$ cat src/rtl/counter_countdown_pkg.sv
// counter_countdown_pkg
//   Shared types and constants for the reloadable down-counter.
//   state_t     : control FSM encoding (IDLE / RUN)
//   IMPL_BORROW : decrement as cnt - ena (borrow-in style)
//   IMPL_MUX    : decrement as ena ? cnt - 1 : cnt (multiplexer style)
package counter_countdown_pkg;

    typedef enum logic {
        IDLE = 1'b0,
        RUN  = 1'b1
    } state_t;

    localparam int IMPL_BORROW = 0;
    localparam int IMPL_MUX    = 1;

endpackage

$ cat src/rtl/counter_countdown_if.sv
// counter_countdown_if
//   Configuration handshake between a period source and the down-counter.
//   cfg_vld : period/mode offered (master -> slave)
//   cfg_rdy : counter idle and able to accept (slave -> master)
//   cfg_prd : period; expiry every cfg_prd+1 enabled ticks
//   cfg_rpt : 1 = reload on expiry, 0 = one-shot
interface counter_countdown_if #(
    parameter int WIDTH = 32
);
    logic             cfg_vld;
    logic             cfg_rdy;
    logic [WIDTH-1:0] cfg_prd;
    logic             cfg_rpt;

    modport master (
        output cfg_vld,
        output cfg_prd,
        output cfg_rpt,
        input  cfg_rdy
    );

    modport slave (
        input  cfg_vld,
        input  cfg_prd,
        input  cfg_rpt,
        output cfg_rdy
    );

endinterface

$ cat src/rtl/counter_countdown_datapath.sv
// countdown_datapath
//   Count and period registers of the down-counter.
//   clk, rst : clock, synchronous active-low reset
//   load     : capture prd_i into both count and period registers
//   reload   : restore count from the stored period
//   dec      : decrement count by one (never asserted while count is zero)
//   prd_i    : period to capture on load
//   cnt_o    : current count (registered)
//   zero_o   : count equals zero
module countdown_datapath
    import counter_countdown_pkg::*;
#(
    parameter int WIDTH          = 32,
    parameter int IMPLEMENTATION = 0
) (
    input  logic             clk,
    input  logic             rst,
    input  logic             load,
    input  logic             reload,
    input  logic             dec,
    input  logic [WIDTH-1:0] prd_i,
    output logic [WIDTH-1:0] cnt_o,
    output logic             zero_o
);

    logic [WIDTH-1:0] cnt_q;
    logic [WIDTH-1:0] prd_q;
    logic [WIDTH-1:0] cnt_dec;

    // Two decrement styles that must behave identically at the ports;
    // with dec low both leave the count unchanged.
    generate
        case (IMPLEMENTATION)
            IMPL_BORROW: begin : g_borrow
                assign cnt_dec = cnt_q - WIDTH'(dec);
            end
            IMPL_MUX: begin : g_mux
                assign cnt_dec = dec ? (cnt_q - WIDTH'(1)) : cnt_q;
            end
            default: begin : g_bad
                $fatal(1, "countdown_datapath: unsupported IMPLEMENTATION %0d", IMPLEMENTATION);
                assign cnt_dec = cnt_q;
            end
        endcase
    endgenerate

    always_ff @(posedge clk) begin
        if (!rst) begin
            cnt_q <= '0;
            prd_q <= '0;
        end else if (load) begin
            cnt_q <= prd_i;
            prd_q <= prd_i;
        end else if (reload) begin
            cnt_q <= prd_q;
        end else begin
            cnt_q <= cnt_dec;
        end
    end

    assign cnt_o  = cnt_q;
    assign zero_o = (cnt_q == '0);

endmodule

$ cat src/rtl/counter_countdown.sv
// counter_countdown
//   Reloadable down-counter / programmable timer.
//   clk  : clock
//   rst  : synchronous reset, active low
//   ena  : tick enable, one decrement per enabled cycle while running
//   stp  : abort the running count (count frozen, no reload)
//   cfg  : period/mode handshake (slave side)
//   cnt  : current count (registered)
//   bsy  : counter running
//   pls  : one-cycle expiry pulse, same cycle as the expiring tick
module counter_countdown
    import counter_countdown_pkg::*;
#(
    parameter int WIDTH          = 32,
    parameter int IMPLEMENTATION = 0
) (
    input  logic                clk,
    input  logic                rst,
    input  logic                ena,
    input  logic                stp,
    counter_countdown_if.slave  cfg,
    output logic [WIDTH-1:0]    cnt,
    output logic                bsy,
    output logic                pls
);

    state_t state_q;
    logic   rpt_q;
    logic   bsy_q;

    logic   zero;
    logic   running;
    logic   expire;
    logic   accept;
    logic   dp_reload;
    logic   dp_dec;

    assign running = (state_q == RUN);
    assign expire  = running & ena & zero;
    // Ready depends on the state register only, never on cfg_vld.
    assign cfg.cfg_rdy = (state_q == IDLE) & rst;
    assign accept  = cfg.cfg_vld & cfg.cfg_rdy;

    // A stop wins over both reload and decrement: the count freezes as-is.
    assign dp_reload = expire & rpt_q & ~stp;
    assign dp_dec    = running & ena & ~zero & ~stp;

    countdown_datapath #(
        .WIDTH          (WIDTH),
        .IMPLEMENTATION (IMPLEMENTATION)
    ) u_dp (
        .clk    (clk),
        .rst    (rst),
        .load   (accept),
        .reload (dp_reload),
        .dec    (dp_dec),
        .prd_i  (cfg.cfg_prd),
        .cnt_o  (cnt),
        .zero_o (zero)
    );

    always_ff @(posedge clk) begin
        if (!rst) begin
            state_q <= IDLE;
            rpt_q   <= 1'b0;
            bsy_q   <= 1'b0;
        end else begin
            case (state_q)
                IDLE: begin
                    if (cfg.cfg_vld) begin
                        state_q <= RUN;
                        rpt_q   <= cfg.cfg_rpt;
                        bsy_q   <= 1'b1;
                    end
                end
                RUN: begin
                    if (stp || (expire && !rpt_q)) begin
                        state_q <= IDLE;
                        bsy_q   <= 1'b0;
                    end
                end
                default: begin
                    state_q <= IDLE;
                    bsy_q   <= 1'b0;
                end
            endcase
        end
    end

    // Outputs are forced low for the whole cycle in which reset is held,
    // so a mid-run reset never shows busy or a pulse.
    assign bsy = bsy_q & rst;
    assign pls = expire & rst;

endmodule

$ cat src/flat_wrapper.sv
// flat-port wrapper written by rule: the top's interface ports become plain ports
module counter_countdown_flat import counter_countdown_pkg::*;
#(
    parameter int WIDTH          = 32,
    parameter int IMPLEMENTATION = 0
)
  (clk, rst, ena, stp, cnt, bsy, pls, cfg_cfg_vld, cfg_cfg_prd, cfg_cfg_rpt, cfg_cfg_rdy);
  counter_countdown_if #(.WIDTH(WIDTH)) cfg_i ();
  input  logic clk;
  input  logic rst;
  input  logic ena;
  input  logic stp;
  output logic [WIDTH-1:0] cnt;
  output logic bsy;
  output logic pls;
  input wire logic [$bits(cfg_i.cfg_vld)-1:0] cfg_cfg_vld;
  input wire logic [$bits(cfg_i.cfg_prd)-1:0] cfg_cfg_prd;
  input wire logic [$bits(cfg_i.cfg_rpt)-1:0] cfg_cfg_rpt;
  output wire logic [$bits(cfg_i.cfg_rdy)-1:0] cfg_cfg_rdy;
  assign cfg_i.cfg_vld = cfg_cfg_vld;
  assign cfg_i.cfg_prd = cfg_cfg_prd;
  assign cfg_i.cfg_rpt = cfg_cfg_rpt;
  assign cfg_cfg_rdy = cfg_i.cfg_rdy;
  counter_countdown #(.WIDTH(WIDTH), .IMPLEMENTATION(IMPLEMENTATION)) u_core (.clk(clk), .rst(rst), .ena(ena), .stp(stp), .cfg(cfg_i), .cnt(cnt), .bsy(bsy), .pls(pls));
endmodule
$ cat config.mk
export PLATFORM = sky130hd
export DESIGN_NAME = counter_countdown_flat
export DESIGN_NICKNAME = d
export VERILOG_FILES = /design/src/rtl/counter_countdown_pkg.sv /design/src/rtl/counter_countdown_if.sv /design/src/rtl/counter_countdown_datapath.sv /design/src/rtl/counter_countdown.sv /design/src/flat_wrapper.sv
export SDC_FILE = /design/constraint.sdc
export NUM_CORES = 1
export LEC_CHECK = 0
export CAP_MARGIN = 20
export CORE_UTILIZATION = 50
export CTS_CLUSTER_DIAMETER = 60
export DETAILED_ROUTE_END_ITERATION = 12
export DONT_BUFFER_PORTS = 1
export HOLD_SLACK_MARGIN = 0.03
export SLEW_MARGIN = 0
export SYNTH_ARGS = -nofsm -noshare
export SYNTH_HDL_FRONTEND = slang
export SYNTH_SLANG_ARGS = --single-unit
$ cat constraint.sdc
create_clock -name clk -period 4.1 [get_ports clk]
set_input_delay 0.41 -clock clk [delete_from_list [all_inputs] [get_ports clk]]
set_output_delay 0.41 -clock clk [all_outputs]
set_load 0.005 [all_outputs]
; Word-level counts from Yosys, hierarchy flattened
; Index checks and enable logic that the tools add are counted.
[word_totals]
in_bits = 38
regBits = 67
elab_cells = 35
output_inout_bits = 35
[op_classes]
eq_ne = 2
addsub = 1
mux = 8
reduce_logical = 6
bitwise = 13
[ops]
columns = operator, count
row1 = $mux 32, 2
row2 = $logic_not 32->1, 1
row3 = $sub 32x1->32, 1
row4 = $and 1x1->1, 10
row5 = $mux 1, 4
row6 = $ne 2x2->1 const B, 2
row7 = $pmux 1 s2, 2
row8 = $reduce_and 2->1, 2
row9 = $not 1->1, 3
row10 = $logic_and 1x1->1, 1
row11 = $logic_not 1->1, 1
row12 = $logic_or 1x1->1, 1

; Logic depth before layout (Yosys ltp)
; Gate-level depths: netlist of run 1.
[logic_depth]
ltp_word = 7
mapped_depth = 13
ltp_nobuf = 11

; Modules after synthesis
; A second synthesis of run 1 with hierarchy kept.
[hier_totals]
cells_unflattened = 385
area_unflattened_um2 = 3368.2
[modules_own_cells]
columns = mod, n_inst, area_each_um2, cells_per_inst, seq_area_each_um2
row1 = countdown_datapath, 1, 3201.8, 364, 1281.2
row2 = counter_countdown, 1, 166.4, 21, 60.1

; Worst setup path after synthesis of run 1
; Ideal clock, no wire load.
[synth_path]
path_type = reg-to-reg
startpoint = register u_core.u_dp.cnt_q[18] (netlist: u_core.u_dp.cnt_o[18])
endpoint = register u_core.u_dp.cnt_q[20] (netlist: u_core.u_dp.cnt_o[20])
path_buffers = 2
stages_incl_launch_ff = 14
arrival_ns = 2.823
path_slack_ns = 1.139
required_time_ns = 3.962
cell_sequence = dfxtp_1 -> nor4_1 -> nand3_1 -> buf_2 -> nor4_4 -> nor3_1 -> ha_1 -> ha_1 -> or4b_1 -> buf_2 -> or4_4 -> nor4_4 -> xnor2_1 -> o221ai_1
[synth_via]
elab_chain_len = 7
elab_cells_between_ends = 10
[synth_lines]
columns = item, line
row1 = "start, declared", counter_countdown_datapath.sv:26  ; logic [WIDTH-1:0] cnt_q;
row2 = "start signal, assigned", counter_countdown_datapath.sv:52  ; cnt_q <= prd_i;
row3 = "start signal, assigned", counter_countdown_datapath.sv:55  ; cnt_q <= prd_q;
row4 = "start signal, assigned", counter_countdown_datapath.sv:57  ; cnt_q <= cnt_dec;
row5 = $logic_not 32->1, counter_countdown_datapath.sv:62  ; assign zero_o = (cnt_q == '0);
row6 = $not 1->1, counter_countdown.sv:46  ; assign dp_dec = running & ena & ~zero & ~stp;
row7 = $and 1x1->1 (2 in series), counter_countdown.sv:46
row8 = $sub 32x1->32, counter_countdown_datapath.sv:35  ; assign cnt_dec = cnt_q - WIDTH'(dec);
row9 = $mux 32 (*), counter_countdown_datapath.sv:54  ; end else if (reload) begin
row10 = $mux 32 (*), counter_countdown_datapath.sv:51  ; end else if (load) begin
; Mark *: on every way between the ends. The rest lies on a longest branch, timed or not.
; A chain may end at the register's enable or synchronous reset.

; Worst setup path after layout of run 1
[layout_path]
startpoint = register u_core.u_dp.cnt_q[15] (netlist: u_core.u_dp.cnt_o[15])
endpoint = register u_core.u_dp.cnt_q[20] (netlist: u_core.u_dp.cnt_o[20])
; Same word-level chain as after synthesis.

==> results of run 1 <==
==> cells in the final DEF, fill, tap and decap left out, types with 8 or more instances in the layout <==
cell	instances
nand4_1	14
clkbuf_8	12
xnor2_1	25
a21boi_0	34
nand3_1	59
o311ai_0	8
o221ai_2	10
nor4_1	14
nand2_1	78
o221ai_1	11
nor2_1	11
dfxtp_1	67
nor3_1	8
==> final cells by class <==
cell class | count | area (sq um) | share of cell area
multi-input combinational | 314 | 2028 | 0.5462
sequential | 67 | 1341 | 0.3612
clock buffer | 13 | 168.9 | 0.04549
tap | 96 | 120.1 | 0.03234
timing repair buffer | 4 | 30.03 | 0.008086
inverter | 4 | 15.01 | 0.004043
clock inverter | 2 | 10.01 | 0.002695
==> power breakdown <==
part	internal (W)	switching, W	leakage [nW]	total [W]
Clock	0.000264	0.000242	0.0953	0.000506
Combinational	0.0000737	0.000117	0.543	0.000191
Sequential	0.000694	0.0000518	0.551	0.000746
==> cells by family after synthesis <==
family | after synthesis
AOI/OAI and AO/OA | 67
buffers and inverters | 39
DFF | 67
adders and majority gates | 3
xor gates and xnor gates | 29
and+or+nand+nor | 215
==> critical path, stage by stage (launching register included) <==
cell and delay [ns]:
dfxtp_1 0.48, nor4_1 0.13, nand3_1 0.43, nor4_4 0.10
nor3_1 0.22, ha_1 0.24, ha_1 0.19, or4b_1 0.63
or4_4 0.50, nor4_4 0.15, xnor2_1 0.15, o221ai_1 0.12
==> registers in the layout (all words and copies together) (netlist names) <==
| name | count |
|---|---|
| u_core.u_dp.cnt_o | 32 |
| u_core.u_dp.prd_q | 32 |
| u_core.bsy_q | 1 |
| u_core.rpt_q | 1 |
| u_core.running | 1 |
==> per-stage QoR <==
stage | power, W | std cells | utilization | setup slack (ns) | hold slack, ns
6_report | 0.001443 | 500 | 0.5466 | 0.6463 | 0.2112
5_1_grt | 0.001512 | 500 | 0.5466 | 0.4394 | 0.2045
4_1_cts | 0.001456 | 500 | 0.5466 | 0.6605 | 0.2056
3_5_place_dp | 0.0009514 | 485 | 0.5203 | 0.6770 | 0.4560
3_3_place_gp | 0.0009485 | 485 | 0.5203 | 0.7724 | 0.4499
2_1_floorplan | 0.0009178 | 420 | - | 1.139 | 0.4433
==> routing by layer <==
metal / track usage / wire (microns) / vias to the layer above
met5: 0 / 0 / -
met4: 0.05152 / 76 / 0
met3: 0.07988 / 585 / 7
met2: 0.3586 / 3643 / 63
met1: 0.3160 / 4012 / 1364
li1: - / - / 1497
==> worst paths after layout <==
kind / startpoint / to / cells past startpoint
setup / recovery: u_core.u_dp.cnt_o[15]$_SDFF_PN0_ / u_core.u_dp.cnt_o[20]$_SDFF_PN0_ / 11
hold / removal: cfg_cfg_prd[26] / u_core.u_dp.prd_q[26]$_SDFFE_PN0P_ / 2
setup reg to reg: u_core.u_dp.cnt_o[15]$_SDFF_PN0_ / u_core.u_dp.cnt_o[20]$_SDFF_PN0_ / 11
hold reg to reg: u_core.u_dp.prd_q[12]$_SDFFE_PN0P_ / u_core.u_dp.prd_q[12]$_SDFFE_PN0P_ / 2
==> impl_results.md, run 1 <==
- # diodes: 0
- Post-synth top area share: 0.3805
- Crit path capture type: flop
- Final ANT Viol Nets: 0
- FF-to-FF setup slack: 0.65 ns
- Max Clk Rate: 289.5 MHz
- Initial core utilization: 0.5188
- Synthesis-stage register bit count: 67
- CTS max path bufs: 2
- CP Data Arrival Time: 3.66 ns
- Post-synthesis sequential area ratio: 0.3805
- Drt total wl: 8318 microns
- Grt ovf: 0
- Synth Area in Adders: 0.01065
- Fin. Hold Viols: 0
- Largest net degree at the start of global routing: 107
- Initial antenna violation count: 0
- Layout net count: 441
- Starting DRT DRC Count: 157
- Critical path class: reg2reg
- # IOs: 73
- Max_cap viols: 0
- CTS root buf: clkbuf_8
- Clock sink total: 67
- Crit share post-route: 0.8424
- Synth cell count leaders: nand2_1 (79), dfxtp_1 (67), nand3_1 (59)
- Post-synth EDFFs: 0
- Vias in the first global route: 2701
- Synth cell types: 39
- GRT Total Usage: 0.2332
- Layout cells sized above 1: 0.09406
- Buffers added on ports: 0
- Mux contribution to synthesized area: 0
- First-pass GRT wire length: 13610 microns
- Max_slew headroom: 0.4943
- Chip Width: 85.96 microns
- Clock Latency Late Sink: 0.34 ns
- Most common cell in the netlist: nand2_1
- Largest family of logic cells by synthesized area: simple AND/OR/NAND/NOR gates
- Post-synth net total: 461
- Syn avg cell area: 8.392 sq um
- Gpl congestion: 0.7707
- Setup TNS: 0 ns
- Final Skew: 0.01014 ns
- CP max FO: 12
- Post-synth top flop: dfxtp_1
- Hpwl dp: 5447 microns
- Clock slew at reported path FFs: 0.07 ns
- Worst vdd ir: 184.7 uV
- Synth area leader: dfxtp_1
- CP required: 4.30 ns
- Pwr dens: 388.6 nW/um^2
- # Post-CTS Setup Buffers: 0
- Fin crit period: 3.454 ns
- Final Setup Violations: 0
- Router iterations before antenna repair: 4
- Row cnt: 30
- Lkg Pwr: 1.190 nW
- Asr flop ratio synth: 0
- YS warnings: 0
- CTS H-tree lvls: 3
- Worst min-delay path class: in2reg
- Cts repair resizes: 0
- Post-Layout Inst Area: 3714 sq um
- Worst setup SP type: flop
- Post-Synth Simple-Gate Area: 0.3184
- Unrepaired setup endpoints after global routing: false
- Core box area: 6794 sq um
- Hold buffer count at cts: 0
- Gate Count Post-Synth: 420
- CTS buffer count: 9
- CTS tree: yes
- Routed wire per std cell: 16.64 microns
- Fin. max-slew vios: 0
- DR vias: 2931
- Largest cells by area after synthesis: dfxtp_1 (38%), nand2_1 (8.4%), nand3_1 (8.4%)
- # fillers: 643
- Die H: 85.96 microns
- DRC viols: 0
- Status: completed
- Syn Std Cell Area: 3525 sq um
- Post-synthesis xor/xnor area fraction: 0.07206
- Synth Area in Compound Gates: 0.1697
- Worst-Margin Slew: 0.7528 ns
- Die area: 7389 sq um
- Placed cell areas: 3535 sq um
- Vias per cell: 5.862
- Area Growth Syn to Fin: 5.360%
Power figures use the tool's default switching activity.
==> run 2, diff against run 1 <==
--- a/config.mk
+++ b/config.mk
@@ -11,6 +11,7 @@
 export DETAILED_ROUTE_END_ITERATION = 12
 export DONT_BUFFER_PORTS = 1
 export HOLD_SLACK_MARGIN = 0.03
+export PLACE_DENSITY = 0.68
 export SLEW_MARGIN = 0
 export SYNTH_ARGS = -nofsm -noshare
 export SYNTH_HDL_FRONTEND = slang
==> constraint.sdc (replaced) <==
create_clock -name clk -period 2.9 [get_ports clk]
set_input_delay 0.29 -clock clk [delete_from_list [all_inputs] [get_ports clk]]
set_output_delay 0.29 -clock clk [all_outputs]
set_load 0.005 [all_outputs]
==> impl_results.md, run 2 (synthesis gave the netlist of run 1 again) <==
- Final Util: 0.6068 (+0.06022)
- Lkg Pwr: 1.439 nW (+21%)
- Fin. Hold Viols: 0 (unchanged)
- Final WS setup: 0.1491 ns (-0.4972 ns)
- Final hold slack: 0.07762 ns (-0.1335 ns)
- Met3 Resource Use GR: 0.07315 (-0.006737)
- Most frequent cells in the layout: nand2_1 (78), dfxtp_1 (66), nand3_1 (59)
- Hold buffer count at cts: 0 (unchanged)
- Final Skew: 0.009602 ns (-0.0005392 ns)
- Status: completed
- Routed wire per std cell: 16.58 microns (-0.32%)
- Starting DRT DRC Count: 139 (-11%)
- Clock Latency Late Sink: 0.35 ns (about the same)
- FF-to-FF setup slack: 0.15 ns (-0.50 ns)
- Buffers added on ports: 0 (unchanged)
- Vias per cell: 5.749 (-1.9%)
- CTS tree: yes
- Critical path class: reg2reg
- Crit share post-route: 0.9486 (+0.1062)
- # fillers: 617 (-4.0%)
- Max_cap viols: 0 (unchanged)
- Row cnt: 30 (unchanged)
- Pwr dens: 532.4 nW/um^2 (+37%)
- Hpwl dp: 6267 microns (+15%)
- Drt total wl: 9054 microns (+8.8%)
- Worst vdd ir: 303.6 uV (+64%)
- Setup TNS: 0 ns (unchanged)
- Clock sink total: 67 (unchanged)
- # diodes: 0 (unchanged)
- Dpl ws: 0.06772 ns (-0.6093 ns)
- Global Route met2 Usage: 0.3954 (+0.03680)
- DR vias: 3139 (+7.1%)
- Unrepaired setup endpoints after global routing: false
- Router iterations before antenna repair: 5 (+1)
- CP required: 3.11 ns (-1.19 ns)
- Met1 usage: 0.3369 (+0.02086)
- Clock slew at reported path FFs: 0.07 ns (about the same)
- Vias in the first global route: 2946 (+9.1%)
- CTS buffer count: 9 (unchanged)
- Core box area: 6794 sq um (unchanged)
- Initial antenna violation count: 0 (unchanged)
- Crit path capture type: flop
- Worst-Margin Slew: 0.7442 ns (-0.008593 ns)
- Fin. max-slew vios: 0 (unchanged)
- Worst min-delay path class: in2reg
- # IOs: 73 (unchanged)
- DRC viols: 0 (unchanged)
- GRT Total Usage: 0.2555 (+0.02227)
- Area of the multi-input gates: 2063 sq um (+1.7%)
- Final Setup Violations: 0 (unchanged)
- Register area: 1343 sq um (about the same)
- Max_slew headroom: 0.5028 (+0.008538)
- Busiest grt layer: met2
- Layout net count: 487 (+10%)
- Chip Width: 85.96 microns (unchanged)
- Area Growth Syn to Fin: 16.97%
- Layout cells sized above 1: 0.2022 (+0.1082)
- Die area: 7389 sq um (unchanged)
- Commonest non-fill, non-tap cell in the layout: nand2_1
- Worst setup SP type: flop
- Largest net degree at the start of global routing: 107 (unchanged)
- Grt ovf: 0 (unchanged)
- CTS H-tree lvls: 3 (unchanged)
- Max Clk Rate: 363.5 MHz (+26%)
- First-pass GRT wire length: 14670 microns (+7.8%)
- Initial core utilization: 0.5188 (unchanged)
- CP Data Arrival Time: 2.96 ns (-0.70 ns)
- CTS max path bufs: 2 (unchanged)
- Fin crit period: 2.751 ns (-0.7028 ns)
- Die H: 85.96 microns (unchanged)
- Gpl congestion: 0.9152 (+19%)
- CP max FO: 4 (-8)
- Final ANT Viol Nets: 0 (unchanged)
- CTS root buf: clkbuf_8
## run 2: cell types whose count changed in the layout (fill, tap and decap cells not counted), sizes merged
cell / previous run / this run
clkinv: 2 / 1
buf: 4 / 50
bufinv: 0 / 1
## run 2: per-stage QoR
step	power (W)	area (sq um)	instances
floorplan	0.001299	3528	420
global placement	0.001412	3864	527
detailed placement	0.001421	3864	527
CTS	0.002195	4058	542
global route	0.002298	4123	546
finish	0.002195	4123	546
## run 2: worst paths after layout
check             cells past startpoint                            endpoint                               start
hold reg to reg                       2  u_core.u_dp.prd_q[11]$_SDFFE_PN0P_  u_core.u_dp.prd_q[11]$_SDFFE_PN0P_
setup / recovery                     11    u_core.u_dp.cnt_o[20]$_SDFF_PN0_    u_core.u_dp.cnt_o[14]$_SDFF_PN0_
setup reg to reg                     11    u_core.u_dp.cnt_o[20]$_SDFF_PN0_    u_core.u_dp.cnt_o[14]$_SDFF_PN0_
hold / removal                        2   u_core.u_dp.prd_q[3]$_SDFFE_PN0P_                      cfg_cfg_prd[3]
## run 2: worst max-delay path, cell delays in order (launching register included)
cell      delay, ns
dfxtp_1        0.36
nor4_1         0.08
nand3_1        0.17
nor4_4         0.06
nor3_2         0.16
ha_2           0.23
ha_1           0.19
or4b_4         0.49
or4_4          0.45
nor4_4         0.16
xnor2_1        0.15
o221ai_1       0.12
## run 2: routing by layer
layer | routed length (microns) | part of all wire | vias up
li1 | - | - | 1588
met1 | 4091 | 0.45 | 1465
met2 | 4223 | 0.47 | 75
met3 | 580 | 0.064 | 11
met4 | 159 | 0.018 | 0
met5 | 0 | 0 | -
## run 2: layout make-up
class	count	share of cell area
multi-input combinational	314	0.5005
sequential	67	0.3256
timing repair buffer	50	0.09408
clock buffer	13	0.03854
tap	96	0.02914
clock inverter	2	0.008498
inverter	4	0.003642
## run 2: where the power goes
part	total [W]	internal (W)	switching, W
Sequential	0.00102	0.000982	0.0000343
Combinational	0.000391	0.000165	0.000226
Clock	0.000788	0.000439	0.000348
## run 2: timing repair
item,4_1_cts,5_1_grt
setup buffers,0,4
gates resized for setup,0,7
endpoints found under the setup margin,0,20
==> run 3, diff against run 2 <==
--- a/config.mk
+++ b/config.mk
@@ -11,7 +11,6 @@
 export DETAILED_ROUTE_END_ITERATION = 12
 export DONT_BUFFER_PORTS = 1
 export HOLD_SLACK_MARGIN = 0.03
-export PLACE_DENSITY = 0.68
 export SLEW_MARGIN = 0
 export SYNTH_ARGS = -nofsm -noshare
 export SYNTH_HDL_FRONTEND = slang
==> constraint.sdc (replaced) <==
create_clock -name clk -period 3.3 [get_ports clk]
set_input_delay 0.33 -clock clk [delete_from_list [all_inputs] [get_ports clk]]
set_output_delay 0.33 -clock clk [all_outputs]
set_load 0.005 [all_outputs]
==> impl_results.md, run 3 (synthesis gave the netlist of run 1 again) <==
- First-pass GRT wire length: 13680 microns (-6.8%)
- Die H: 85.96 microns (unchanged)
- Crit path capture type: flop
- Setup TNS: 0 ns (unchanged)
- Fin. max-slew vios: 0 (unchanged)
- Final ANT Viol Nets: 0 (unchanged)
- Layout cells sized above 1: 0.1220 (-0.08021)
- CP max FO: 4 (unchanged)
- Drt total wl: 8588 microns (-5.1%)
- Psw: 0.0005225 W (-14%)
- Reg power frac: 0.515 (+0.052)
- Layout net count: 455 (-6.6%)
- Vias per cell: 5.813 (+1.1%)
- Final Setup Violations: 0 (unchanged)
- # diodes: 0 (unchanged)
- CP Data Arrival Time: 3.20 ns (+0.24 ns)
- Hold buffer count at cts: 0 (unchanged)
- Post-Layout Inst Area: 3800 sq um (-7.8%)
- Gpl congestion: 0.8655 (-5.4%)
- Dpl cells: 499 (-5.3%)
- Area of the multi-input gates: 2028 sq um (-1.7%)
- Commonest non-fill, non-tap cell in the layout: nand2_1
- Grt ovf: 0 (unchanged)
- Pwr dens: 468.2 nW/um^2 (-12%)
- Cts repair resizes: 0 (unchanged)
- Combinational group share of total power: 0.150 (-0.028)
- Final Non-Filler Cells: 514 (-5.9%)
- DRC viols: 0 (unchanged)
- Vias in the first global route: 2753 (-6.6%)
- Most frequent cells in the layout: nand2_1 (78), dfxtp_1 (67), nand3_1 (59)
- Fin crit period: 2.992 ns (+0.2413 ns)
- Routed wire per std cell: 16.71 microns (+0.76%)
- Clock power frac: 0.334 (-0.025)
- Register area: 1341 sq um (about the same)
- Clock sink total: 67 (unchanged)
- CP required: 3.51 ns (+0.40 ns)
- Crit share post-route: 0.9067 (-0.04187)
- Clock slew at reported path FFs: 0.07 ns (about the same)
- Critical path class: reg2reg
- Clock Latency Late Sink: 0.35 ns (about the same)
- # IOs: 73 (unchanged)
- Max_cap viols: 0 (unchanged)
- R2r endpoint: u_core.u_dp.cnt_o[20]$_SDFF_PN0_
- Worst vdd ir: 219.5 uV (-28%)
- GRT Total Usage: 0.2384 (-0.01711)
- Initial antenna violation count: 0 (unchanged)
- DR vias: 2988 (-4.8%)
- Chip Width: 85.96 microns (unchanged)
- R2R cell count: 11 (unchanged)
- Row cnt: 30 (unchanged)
- Int Power: 0.001257 W (-21%)
- Initial core utilization: 0.5188 (unchanged)
- Core box area: 6794 sq um (unchanged)
- Largest net degree at the start of global routing: 107 (unchanged)
- CTS H-tree lvls: 3 (unchanged)
- Max_slew headroom: 0.5814 (+0.07862)
- Final Util: 0.5593 (-0.04751)
- # Post-CTS Setup Buffers: 0 (unchanged)
- CTS buffer count: 9 (unchanged)
- Lkg Pwr: 1.249 nW (-13%)
- # fillers: 639 (+3.6%)
- Final Skew: 0.005939 ns (-0.003663 ns)
- Max Clk Rate: 334.2 MHz (-8.1%)
- Worst min-delay path class: in2reg
- Crit Reg-Reg Startpoint: u_core.u_dp.cnt_o[18]$_SDFF_PN0_
- Router iterations before antenna repair: 4 (-1)
- Status: completed
- Fin. Hold Viols: 0 (unchanged)
- FF-to-FF setup slack: 0.31 ns (+0.16 ns)
- CTS root buf: clkbuf_8
- CTS tree: yes
- Sw Ratio: 0.2937 (+0.01618)
- Setup crit end: u_core.u_dp.cnt_o[20]$_SDFF_PN0_
- Area Growth Syn to Fin: 7.810%
- Buffers added on ports: 0 (unchanged)
- Starting DRT DRC Count: 117 (-16%)
- Worst setup SP type: flop
- Worst Setup SP: u_core.u_dp.cnt_o[18]$_SDFF_PN0_
- CTS max path bufs: 2 (unchanged)
- Hpwl dp: 5726 microns (-8.6%)
- Die area: 7389 sq um (unchanged)
- Placed cell areas: 3640 sq um (-5.8%)
- Worst-Margin Slew: 0.6265 ns (-0.1177 ns)
- Unrepaired setup endpoints after global routing: false
[run 3: metal layers]
metal | track usage | wire (microns)
met4 | 0.1030 | 149
met1 | 0.3131 | 4165
met2 | 0.3687 | 3732
met3 | 0.06256 | 541
met5 | 0 | 0
[run 3: worst min path at each step]
stage	startpoint	to	slack, ns	cells after the start
after detailed placement	u_core.u_dp.prd_q[11]$_SDFFE_PN0P_	u_core.u_dp.prd_q[11]$_SDFFE_PN0P_	0.46	2
after global placement	u_core.u_dp.prd_q[19]$_SDFFE_PN0P_	u_core.u_dp.prd_q[19]$_SDFFE_PN0P_	0.45	2
after floorplan	u_core.u_dp.prd_q[14]$_SDFFE_PN0P_	u_core.u_dp.prd_q[14]$_SDFFE_PN0P_	0.44	2
final	cfg_cfg_prd[9]	u_core.u_dp.prd_q[9]$_SDFFE_PN0P_	0.12	2
after CTS	cfg_cfg_prd[10]	u_core.u_dp.prd_q[10]$_SDFFE_PN0P_	0.11	2
after global routing	cfg_cfg_prd[2]	u_core.u_dp.prd_q[2]$_SDFFE_PN0P_	0.11	2
[run 3: metrics by stage]
step                total power (W)  setup WS [ns]  hold slack, ns
finish                     0.001779         0.3078          0.1189
global route               0.001864         0.1267          0.1127
CTS                        0.001798         0.2790          0.1082
detailed placement         0.001204         0.2841          0.4579
global placement           0.001200         0.3604          0.4505
floorplan                  0.001140         0.3389          0.4433
[run 3: power groups by stage]
stage               logic (W)  registers, W  clock network, W
detailed placement   0.000269      0.000935                 0
global route         0.000298      0.000924          0.000643
finish               0.000268      0.000917          0.000595
CTS                  0.000270      0.000916          0.000611
global placement     0.000267      0.000933                 0
floorplan            0.000214      0.000927                 0
[run 3: area by class of cell]
type	count	share of cell area
multi-input combinational	314	0.5338
sequential	67	0.3530
clock buffer	12	0.03820
timing repair buffer	18	0.03556
tap	96	0.03161
clock inverter	3	0.003951
inverter	4	0.003951
[run 3: worst max-delay path: stages (launching register included)]
cell,delay (ns)
dfxtp_1,0.45
nor4_1,0.13
nand3_1,0.17
nor4_4,0.07
nor3_1,0.19
ha_1,0.25
ha_1,0.20
or4b_1,0.51
or4_4,0.46
nor4_4,0.15
xnor2_1,0.15
o221ai_1,0.12
